===== src/rtl/game_state_controller.sv =====
`default_nettype none
// ----------------------------------------------------------------------------
// game_state_controller : tunnel-game master FSM, frame score, level, LFSR feed
// Revision: 1.0
// ----------------------------------------------------------------------------
module game_state_controller #(
  parameter logic [15:0] LEVEL_UP_SCORE = 16'd600,
  parameter int          SCORE_W        = 16,
  parameter logic [7:0]  LFSR_SEED      = 8'hA5
) (
  input  logic               clock,
  input  logic               rst_n,
  input  logic               btn_left,
  input  logic               btn_right,
  input  logic               btn_start,
  input  logic [9:0]         Pixel_row,
  input  logic [9:0]         Pixel_column,
  input  logic               collison_detect,
  output logic [7:0]         game_info_reg,
  output logic [7:0]         randomized_value,
  output logic [SCORE_W-1:0] score,
  output logic               game_over
);

  localparam logic [SCORE_W-1:0] LEVEL_THRESH = SCORE_W'(LEVEL_UP_SCORE);
  localparam logic [SCORE_W-1:0] SCORE_MAX    = '1;

  typedef enum logic [1:0] {
    IDLE = 2'b00,
    PLAY = 2'b01,
    OVER = 2'b10
  } state_t;

  state_t             state;
  state_t             state_next;
  logic               pix_zero;
  logic               pix_zero_d;
  logic               start_d;
  logic               frame_tick;
  logic               start_pulse;
  logic [SCORE_W-1:0] score_next;
  logic [1:0]         dir;
  logic               level;
  logic [7:0]         info_next;
  logic               game_over_next;
  logic               lfsr_fb;
  logic [7:0]         lfsr_next;

  assign pix_zero    = (Pixel_row == 10'd0) && (Pixel_column == 10'd0);
  assign frame_tick  = pix_zero & ~pix_zero_d;
  assign start_pulse = btn_start & ~start_d;

  always_ff @(posedge clock or negedge rst_n) begin
    if (!rst_n) begin
      pix_zero_d <= 1'b0;
      start_d    <= 1'b0;
    end else begin
      pix_zero_d <= pix_zero;
      start_d    <= btn_start;
    end
  end

  always_ff @(posedge clock or negedge rst_n) begin
    if (!rst_n) begin
      state <= IDLE;
    end else begin
      state <= state_next;
    end
  end

  // Collision beats a coincident frame tick: the game ends without scoring it.
  always_comb begin
    state_next = state;
    score_next = score;
    case (state)
      IDLE: begin
        if (start_pulse && !collison_detect) begin
          state_next = PLAY;
          score_next = '0;
        end
      end
      PLAY: begin
        if (collison_detect) begin
          state_next = OVER;
        end else if (frame_tick && (score != SCORE_MAX)) begin
          score_next = score + SCORE_W'(1);
        end
      end
      OVER: begin
        if (start_pulse) begin
          state_next = IDLE;
        end
      end
      default: begin
        state_next = IDLE;
      end
    endcase
  end

  always_comb begin
    dir = 2'b00;
    if (state == PLAY) begin
      case ({btn_left, btn_right})
        2'b10:   dir = 2'b10;
        2'b01:   dir = 2'b01;
        default: dir = 2'b00;
      endcase
    end
  end

  assign level          = (score >= LEVEL_THRESH);
  assign info_next      = {3'b000, level, state, dir};
  assign game_over_next = (state_next == OVER);

  // x^8+x^6+x^5+x^4+1; the all-zero lock-up state is escaped by reseeding.
  assign lfsr_fb   = randomized_value[7] ^ randomized_value[5]
                   ^ randomized_value[4] ^ randomized_value[3];
  assign lfsr_next = (randomized_value == 8'h00) ? LFSR_SEED
                                                 : {randomized_value[6:0], lfsr_fb};

  always_ff @(posedge clock or negedge rst_n) begin
    if (!rst_n) begin
      game_info_reg    <= 8'h00;
      randomized_value <= LFSR_SEED;
      score            <= '0;
      game_over        <= 1'b0;
    end else begin
      game_info_reg    <= info_next;
      randomized_value <= lfsr_next;
      score            <= score_next;
      game_over        <= game_over_next;
    end
  end

endmodule
`default_nettype wire

===== config.mk =====
export PLATFORM = sky130hd
export DESIGN_NAME = game_state_controller
export DESIGN_NICKNAME = d
export VERILOG_FILES = /design/src/rtl/game_state_controller.sv
export SDC_FILE = /design/constraint.sdc
export NUM_CORES = 1
export LEC_CHECK = 0
export BUFFER_PORTS_ARGS = -buffer_cell sky130_fd_sc_hd__buf_2
export CORE_MARGIN = 2
export CORE_UTILIZATION = 45
export CTS_CLUSTER_DIAMETER = 150
export DETAILED_ROUTE_END_ITERATION = 8
export PLACE_DENSITY = 0.86
export SYNTH_ARGS = -nofsm -noshare
export SYNTH_HDL_FRONTEND = slang
export SYNTH_SLANG_ARGS = --single-unit

===== constraint.sdc =====
create_clock -name clock -period 1.9 [get_ports clock]
set_input_delay 0.095 -clock clock [delete_from_list [all_inputs] [get_ports clock]]
set_output_delay 0.095 -clock clock [all_outputs]
set_load 0.03 [all_outputs]

==> results of run 1 <==
## cell usage in the layout, fill, tap and decap left out, types with 3 or more instances in the layout
master         instances
o22ai_1                3
o211ai_1               3
nand4_1                3
nor4_1                 9
dlygate4sd3_1          4
buf_4                 25
inv_1                  7
a22o_1                 3
nor2_1                13
nor3_1                 3
and3_1                 3
a211oi_1               3
dfstp_2                4
mux2i_1                3
dfrtp_2                4
o21ai_1                4
conb_1                 3
dfrtp_1               26
nand2_1               10
clkbuf_8               6
buf_2                 55
o21ai_0                3
nand2b_1               5
nand3_1               13
## critical path: stages, from the launching register on
cell and delay (ns):
dfrtp_2 0.42, ha_4 0.18, nand3_4 0.09, nor3_4 0.05, a2111o_1 0.44, buf_6 0.17
a2111oi_4 0.28, o22a_1 0.17
## cell usage after synthesis (all sizes together)
cell	instances	area share, %
xnor2	1	0.50
a211oi	5	2.1
a31oi	1	0.35
a22o	3	1.5
a2111o	1	0.64
a21oi	3	1.1
a221o	1	0.57
and3	3	1.1
xor2	2	0.99
or2	1	0.35
nor3b	2	0.85
o21ai	7	2.0
nand3	15	4.3
nand2b	5	1.8
dfstp	4	6.0
o221a	1	0.64
o211ai	5	2.7
ha	2	1.4
dfrtp	30	43
and2	2	0.71
nor2	13	2.8
o22ai	3	1.1
a221oi	1	0.50
o21a	1	0.43
a22oi	1	0.43
nor3	5	1.7
mux2i	3	1.7
a32o	3	1.7
inv	9	1.9
buf	7	2.8
a2111oi	2	2.4
clkbuf	7	1.5
o22a	2	0.99
nor4	10	3.5
nor2b	2	0.71
o31ai	1	0.43
conb	1	0.21
nand4	3	1.1
nand2	10	2.1
## metrics by stage
step,hold WS (ns),instances
finish,0.05094,307
global route,0.07215,307
CTS,0.04559,305
detailed placement,0.1996,293
global placement,0.1948,293
floorplan,-0.2006,180
## final cells by class
cell class	count	area, sq um
fillers	315	1277
multi-input cells	123	874.6
flip-flops and latches	34	860.8
repair buffers	85	514.2
clock buffers	6	82.58
well taps	48	60.06
inverters	9	33.78
clock inverters	2	12.51
## worst max path at each step
stage                     end  slack (ns)  depth (start not counted)
finish               score[8]        0.03                          7
global route        score[13]       -0.03                          6
CTS                  score[8]        0.01                          7
detailed placement   score[8]      -0.003                          7
global placement     score[8]        0.05                          7
floorplan            score[8]       -0.03                          7
## power by group
| part | switching [mW] | internal, mW |
|---|---|---|
| clock | 0.273 | 0.291 |
| combinational | 0.130 | 0.0717 |
| sequential | 0.0113 | 0.742 |
| total | 0.414 | 1.10 |
## kinds of logic (layout without fill, tap and decap cells)
kind of cell             Yosys count  in the layout  share of synthesized area (%)
AO/OA/AOI/OAI                     41             41                          19.50
XOR/XNOR                           3              3                          1.490
adder cells (fa/ha/maj)            2              2                          1.418
buffers and inverters             23            102                          6.241
flip-flops                        34             34                          48.51
multiplexers                       3              3                          1.702
other                              1              3                         0.2126
AND/OR/NAND/NOR                   71             71                          20.92
## timing repair
action	4_1_cts	5_1_grt
hold buffers	4	0
buffers inserted	0	2
gates resized for setup	2	6
setup endpoints to repair	3	9
hold endpoints to repair	33	0
pin swaps	2	2
gates cloned	0	0
## layer usage
metal	up-vias	global-route usage [%]	wire length, microns
met5	-	0	0
met4	0	9.949	76
met3	11	5.912	461
met2	102	37.25	2190
met1	800	28.20	1878
li1	812	-	-
==> impl_metrics.yaml, run 1 <==
placed_design:
  dpl_cell_area_sq_mm: 0.002252
  pre_cts_slack_ns: -0.002796
  place_congestion: 0.8894
  portBuffers: 55
  dp_hpwl_microns: 3377
route:
  route.detailed.drc: 0
  wl_microns: 4606
  avgViaCountPerCell: 5.619
  route.vias.total: 1725
  ant_nets: 0
  drt_iter0_markers: 129
  wl_per_cell_microns: 15.00
  first_pass_iters: 4
cts:
  cts-root-buf: "clkbuf_8"
  clock_latency_ns: 0.29
  clkTransAtPathRegs_ns: 0.07
  cts_sinks: 34
  cts_buffer_depth: 2
  cts_tree: "built"
  htree_levels: 2
  cts_made_buffers: 5
hold_path:
  hold_depth: 2
  holdPathEnd: "game_over"
  min_from: "collison_detect"
  hp-class: "in -> reg"
global_routing:
  grt_pass1_wl_microns: 7493
  antenna_found_initial: 0
  grt_usage_pct: 22.76
  grt_pass1_vias: 1630
  grt_overflow_total: 0
  grt_max_degree: 35
yosys:
  ys_warn_count: 0
  synth_area_per_cell_sq_um: 9.911
  synthDistinctLibCells: 48
  synth.cell_area_sq_mm: 0.001764
  ys_seq_area_share_pct: 48.51
  synth_cells: 178
  ys_seq_elements: 34
finish:
  fin_util_pct: 65.62
  antenna_cells: 0
  finish.instance_area_sq_mm: 0.002439
  area_growth_pct: 38.23
  fin_nets: 286
  largest_register_ffs: 16
  drive_above_1_share_pct: 44.02
floorplanning:
  core_sq_mm: 0.003716
  die_area_sq_mm: 0.004438
  rows: 22
  die_x_microns: 66.62
  die_y_microns: 66.62
  start_util_pct: 47.47
  ios: 59
timing:
  fin_crit_sh_pct: 98.55
  max_slew_margin_pct: 50.88
  finalSetupViolations: 0
  slew_violations: 0
  clock_skew_ns: 0.003381
  layout_setup_ws_ns: 0.02761
  fmax_mhz: 534.1
  rsz0062_at_grt: "yes"
  setup_tns_ns: 0
  finalCriticalPeriod_ns: 1.872
  worstMarginPinSlew_ns: 0.7369
  finalHoldViolations: 0
pwr:
  ir_worst_vdd_v: 0.0002955
  power_mw: 1.519
  power_density_mw_per_mm2: 622.9
  leakage_nw: 1.177
run:
  drv_cap: 0
setup_path:
  rr_endpoint: "score[8]"
  regToRegSetupSlack_ns: 0.03
  crit_path_end_kind: "flip-flop"
  critPathLaunchType: "flip-flop"
  critPathLaunch: "score[0]"
  reg2regPathDepth: 7
  crit_arrival_ns: 2.10
  timing.rr.start: "score[0]"
  required_ns: 2.13
  critPathKind: "reg -> reg"
  crit_fanout: 10
outcome:
  outcome: "finished, final reports clean"
Power figures use the tool's default switching activity.
==> run 2, diff against run 1 <==
--- a/config.mk
+++ b/config.mk
@@ -5,7 +5,7 @@
 export SDC_FILE = /design/constraint.sdc
 export NUM_CORES = 1
 export LEC_CHECK = 0
-export BUFFER_PORTS_ARGS = -buffer_cell sky130_fd_sc_hd__buf_2
+export BUFFER_PORTS_ARGS = -buffer_cell sky130_fd_sc_hd__clkbuf_2
 export CORE_MARGIN = 2
 export CORE_UTILIZATION = 45
 export CTS_CLUSTER_DIAMETER = 150
==> run 2 against run 1 <==
Global-route usage is 0.64 points higher. Register-to-register slack is essentially flat. Die area is the same. Count of clock-buffer cells in the layout unchanged. Wire length rose by 3.8%. Cell count is 0.33% higher. First-iteration DRC count is 26% lower. Largest cell class unchanged.
==> impl_metrics.yaml, run 2 (synthesis results as in run 1) <==
cts:
  htree_levels: 2
  cts-root-buf: "clkbuf_8"
  cts_made_buffers: 5
  cts_sinks: 34
  clkTransAtPathRegs_ns: 0.08
  clock_latency_ns: 0.29
  cts_buffer_depth: 2
  cts_tree: "built"
placed_design:
  portBuffers: 55
  place_congestion: 0.9356
  place_inst: 293
  dp_hpwl_microns: 3516
floorplanning:
  die_x_microns: 66.62
  die_area_sq_mm: 0.004438
  core_sq_mm: 0.003716
  rows: 22
  start_util_pct: 47.47
  die_y_microns: 66.62
  ios: 59
hold_path:
  hp-class: "in -> reg"
  min_from: "collison_detect"
route:
  route.detailed.drc: 0
  route.vias.total: 1756
  ant_nets: 0
  top_layer_used: "met4"
  first_pass_iters: 4
  wl_met1_microns: 1890
  wl_microns: 4783
  avgViaCountPerCell: 5.701
  drt_iter0_markers: 95
  met2_wirelength_microns: 2346
  wl_per_cell_microns: 15.53
  met3_length_microns: 377
timing:
  finalHoldViolations: 0
  worstMarginPinSlew_ns: 0.8173
  slew_violations: 0
  rsz0062_at_grt: "yes"
  max_slew_margin_pct: 45.52
  fin_crit_sh_pct: 99.16
  fmax_mhz: 530.8
  finalSetupViolations: 0
  clock_skew_ns: 0.007022
  finalCriticalPeriod_ns: 1.884
global_routing:
  grt_usage_pct: 23.40
  antenna_found_initial: 0
  grt_pass1_wl_microns: 7672
  grt_pass1_vias: 1719
  grt_overflow_total: 0
  grt_max_degree: 35
setup_path:
  critPathKind: "reg -> reg"
  crit_fanout: 5
  crit_arrival_ns: 2.06
  timing.rr.start: "score[0]"
  required_ns: 2.08
  critPathLaunch: "score[0]"
  critPathLaunchType: "flip-flop"
  crit_path_end_kind: "flip-flop"
finish:
  fin_nets: 287
  final_common_cell: "clkbuf_2"
  largest_register_ffs: 16
  antenna_cells: 0
  stdcell_count: 308
  drive_above_1_share_pct: 45.38
  area_growth_pct: 43.33
  mostFrequentLayoutCells: "clkbuf_2 (55), dfrtp_1 (25), buf_4 (25), nor2_1 (13), nand3_1 (12)"
run:
  drv_cap: 0
pwr:
  power_mw: 1.798
  ir_worst_vdd_v: 0.0004964
  leakage_nw: 1.188
  power_density_mw_per_mm2: 711.2
outcome:
  outcome: "finished, final reports clean"
[run 2: report_power, final]
| part | switching, mW | internal [mW] |
|---|---|---|
| Clock | 0.276 | 0.560 |
| Sequential | 0.0126 | 0.742 |
| Combinational | 0.135 | 0.0733 |
| Total | 0.424 | 1.37 |
[run 2: worst paths after layout]
kind	cells past startpoint	slack, ns	to
worst min register to register	0	0.42	randomized_value[3]
min in group asynchronous	2	0.44	randomized_value[4]
worst max register to register	8	0.02	score[11]
worst min-delay path	2	0.07	game_over
worst max-delay path	8	0.02	score[11]
max in group asynchronous	2	0.89	score[12]
[run 2: through the flow]
| stage | hold slack [ns] | setup slack, ns | TNS [ns] | utilization [%] | instance area, sq um |
|---|---|---|---|---|---|
| after floorplan | -0.2006 | -0.02710 | -0.03219 | - | 1821 |
| after global placement | 0.2163 | 0.03724 | 0 | 60.61 | 2252 |
| final | 0.07339 | 0.01598 | 0 | 68.05 | 2529 |
| after detailed placement | 0.2229 | -0.01465 | -0.01645 | 60.61 | 2252 |
| after CTS | 0.07169 | 0.0007629 | 0 | 65.79 | 2445 |
| after global routing | 0.09095 | -0.07201 | -0.2671 | 68.05 | 2529 |
[run 2: layer usage]
layer,track usage (%),vias up
met4,11.99,0
met5,0,-
li1,-,809
met2,39.75,87
met3,5.236,18
met1,27.54,842
[run 2: cell type report]
| cell class | instances | area, sq um |
|---|---|---|
| fillers | 286 | 1187 |
| multi-input cells | 123 | 904.6 |
| flip-flops and latches | 34 | 862.1 |
| repair buffers | 86 | 525.5 |
| clock buffers | 6 | 82.58 |
| clock inverters | 2 | 60.06 |
| well taps | 48 | 60.06 |
| inverters | 9 | 33.78 |
[run 2: timing repair]
| action | CTS | global route |
|---|---|---|
| hold buffers | 4 | 0 |
| cloned | 0 | 0 |
| resized for setup | 2 | 11 |
| setup buffers | 0 | 3 |
| pin swaps | 1 | 9 |
| setup endpoints to repair | 3 | 15 |
| endpoints found under the hold margin | 33 | 0 |
[run 2: worst max-delay path: stages (launching register included)]
cell and delay [ns]:
dfrtp_2 0.43, ha_4 0.17, nand3_4 0.09, nor3_4 0.06, buf_6 0.13, a2111oi_4 0.35, buf_4 0.20, o211ai_1 0.11
a22o_1 0.22
==> run 3, diff against run 2 <==
--- a/config.mk
+++ b/config.mk
@@ -10,7 +10,7 @@
 export CORE_UTILIZATION = 45
 export CTS_CLUSTER_DIAMETER = 150
 export DETAILED_ROUTE_END_ITERATION = 8
-export PLACE_DENSITY = 0.86
+export PLACE_DENSITY = 0.75
 export SYNTH_ARGS = -nofsm -noshare
 export SYNTH_HDL_FRONTEND = slang
 export SYNTH_SLANG_ARGS = --single-unit
==> run 3 against run 2 <==
The run now ends with negative setup slack left. Clock skew rose by 0.00069 ns. Sequential share of layout area grew 0.78 points. Worst setup slack worse by 0.026 ns.
==> impl_metrics.yaml, run 3 (synthesis results as in run 1) <==
outcome:
  outcome: "finished with violations"
  failed_checks: "negative setup slack"
global_routing:
  grt_pass1_vias: 1635
  grt_pass1_wl_microns: 7465
  grt_max_degree: 26
  grt_overflow_total: 0
  antenna_found_initial: 0
  grt_usage_pct: 22.74
cts:
  clock_latency_ns: 0.30
  cts_made_buffers: 5
  cts_tree: "built"
  cts_sinks: 34
  cts-root-buf: "clkbuf_8"
  clkTransAtPathRegs_ns: 0.07
  htree_levels: 2
  cts_buffer_depth: 2
setup_path:
  crit_arrival_ns: 2.14
  required_ns: 2.13
  crit_fanout: 6
  crit_path_max_incr_delay_ns: 0.47
  critPathLaunch: "score[1]"
  timing.rr.start: "score[1]"
  crit_cells: 7
  cp_num_buf_inv: 1
  rr_endpoint: "score[8]"
  crit_path_end_kind: "flip-flop"
  critPathTopFamily: "compound AO/OA/AOI/OAI gates"
  reg2regPathDepth: 7
  cp_slowest_cell: "a2111o_1"
  regToRegSetupSlack_ns: -0.01
  critPathKind: "reg -> reg"
  crit_end: "score[8]"
  critPathLaunchType: "flip-flop"
  crit_path_cell_trace: "ha_4, nand3_4, nor3_4, a2111o_1, buf_6, a2111oi_4, o22a_1"
timing:
  clock_skew_ns: 0.007715
  finalSetupViolations: 1
  fin_crit_sh_pct: 100.5
  fmax_mhz: 523.5
  setup_tns_ns: -0.01037
  max_slew_margin_pct: 59.81
  layout_setup_ws_ns: -0.01037
  finalHoldViolations: 0
  whs_ns: 0.07410
  worstMarginPinSlew_ns: 0.6029
  rsz0062_at_grt: "yes"
  slew_violations: 0
  finalCriticalPeriod_ns: 1.910
finish:
  antenna_cells: 0
  multi_input_area_sq_um: 864.6
  final_common_cell: "clkbuf_2"
  fillers: 300
  fin_util_pct: 66.43
  mostFrequentLayoutCells: "clkbuf_2 (55), buf_4 (28), dfrtp_1 (26), nor2_1 (13), nand3_1 (13)"
  drive_above_1_share_pct: 43.68
  fin_nets: 289
  stdcell_count: 309
  largest_register_ffs: 16
  finish.instance_area_sq_mm: 0.002469
  register_area_sq_um: 860.8
  area_growth_pct: 39.93
placed_design:
  dpl_cell_area_sq_mm: 0.002267
  dp_hpwl_microns: 3475
  pre_cts_slack_ns: -0.03859
  portBuffers: 55
  place_inst: 295
  place_congestion: 0.9466
floorplanning:
  rows: 22
  core_sq_mm: 0.003716
  die_x_microns: 66.62
  die_y_microns: 66.62
  ios: 59
  start_util_pct: 47.47
  die_area_sq_mm: 0.004438
route:
  route.detailed.drc: 0
  wl_per_cell_microns: 15.02
  wl_microns: 4640
  avgViaCountPerCell: 5.647
  route.vias.total: 1745
  first_pass_iters: 4
  ant_nets: 0
  drt_iter0_markers: 47
pwr:
  leakage_nw: 1.178
  p_int_mw: 1.237
  ir_worst_vdd_v: 0.0005088
  power_density_mw_per_mm2: 665.5
  sw_frac_of_total_pct: 24.69
  seqPwrFrac_pct: 46.0
  power_frac_comb_pct: 12.5
  switchingPower_mw: 0.4056
  power_mw: 1.643
  p_clk_share_pct: 41.4
run:
  drv_cap: 0
hold_path:
  hp-class: "in -> reg"
[run 3: worst min-delay path by stage]
stage                                from                   to  slack, ns  cells past startpoint
after floorplan                     rst_n     game_info_reg[0]      -0.20                      0
after global placement              rst_n  randomized_value[1]       0.14                      1
after detailed placement            rst_n  randomized_value[3]       0.13                      1
after CTS                 collison_detect            game_over       0.07                      2
after global routing      collison_detect            game_over       0.07                      2
final                     collison_detect            game_over       0.07                      2
[run 3: per-layer routing]
metal  up-vias  global-route usage [%]  routed length, microns
li1        815                       -                       -
met1       835                   30.28                    2015
met2        84                   35.13                    2122
met3        11                   5.405                     417
met4         0                   9.949                      84
met5         -                       0                       0
[run 3: worst reg2reg max path: cells and delay by family, from the launching register on]
family / cells / cell delay, ns
AOI/OAI and AO/OA: 3 / 0.92
DFF: 1 / 0.43
adders and majority gates: 1 / 0.18
buffers and inverters: 1 / 0.16
and+or+nand+nor: 2 / 0.15
[run 3: area by class of cell]
class / count / share of cell area [%]
Timing Repair Buffer: 88 / 21.74
Multi-Input combinational cell: 123 / 35.02
Sequential cell: 34 / 34.87
Inverter: 9 / 1.368
Clock inverter: 1 / 1.216
Clock buffer: 6 / 3.345
Tap cell: 48 / 2.433
[run 3: power groups by stage]
stage | logic, mW | registers, mW | clock network [mW]
global route | 0.225 | 0.757 | 0.720
CTS | 0.202 | 0.756 | 0.686
global placement | 0.192 | 0.767 | 0
finish | 0.206 | 0.756 | 0.681
detailed placement | 0.195 | 0.769 | 0
floorplan | 0.0859 | 0.792 | 0
[run 3: repair_timing]
action / 4_1_cts / 5_1_grt
buffers inserted: 0 / 3
endpoints found under the setup margin: 3 / 11
pin swaps: 1 / 5
resized for setup: 1 / 4
hold buffers: 4 / 0
hold endpoints to repair: 22 / 0
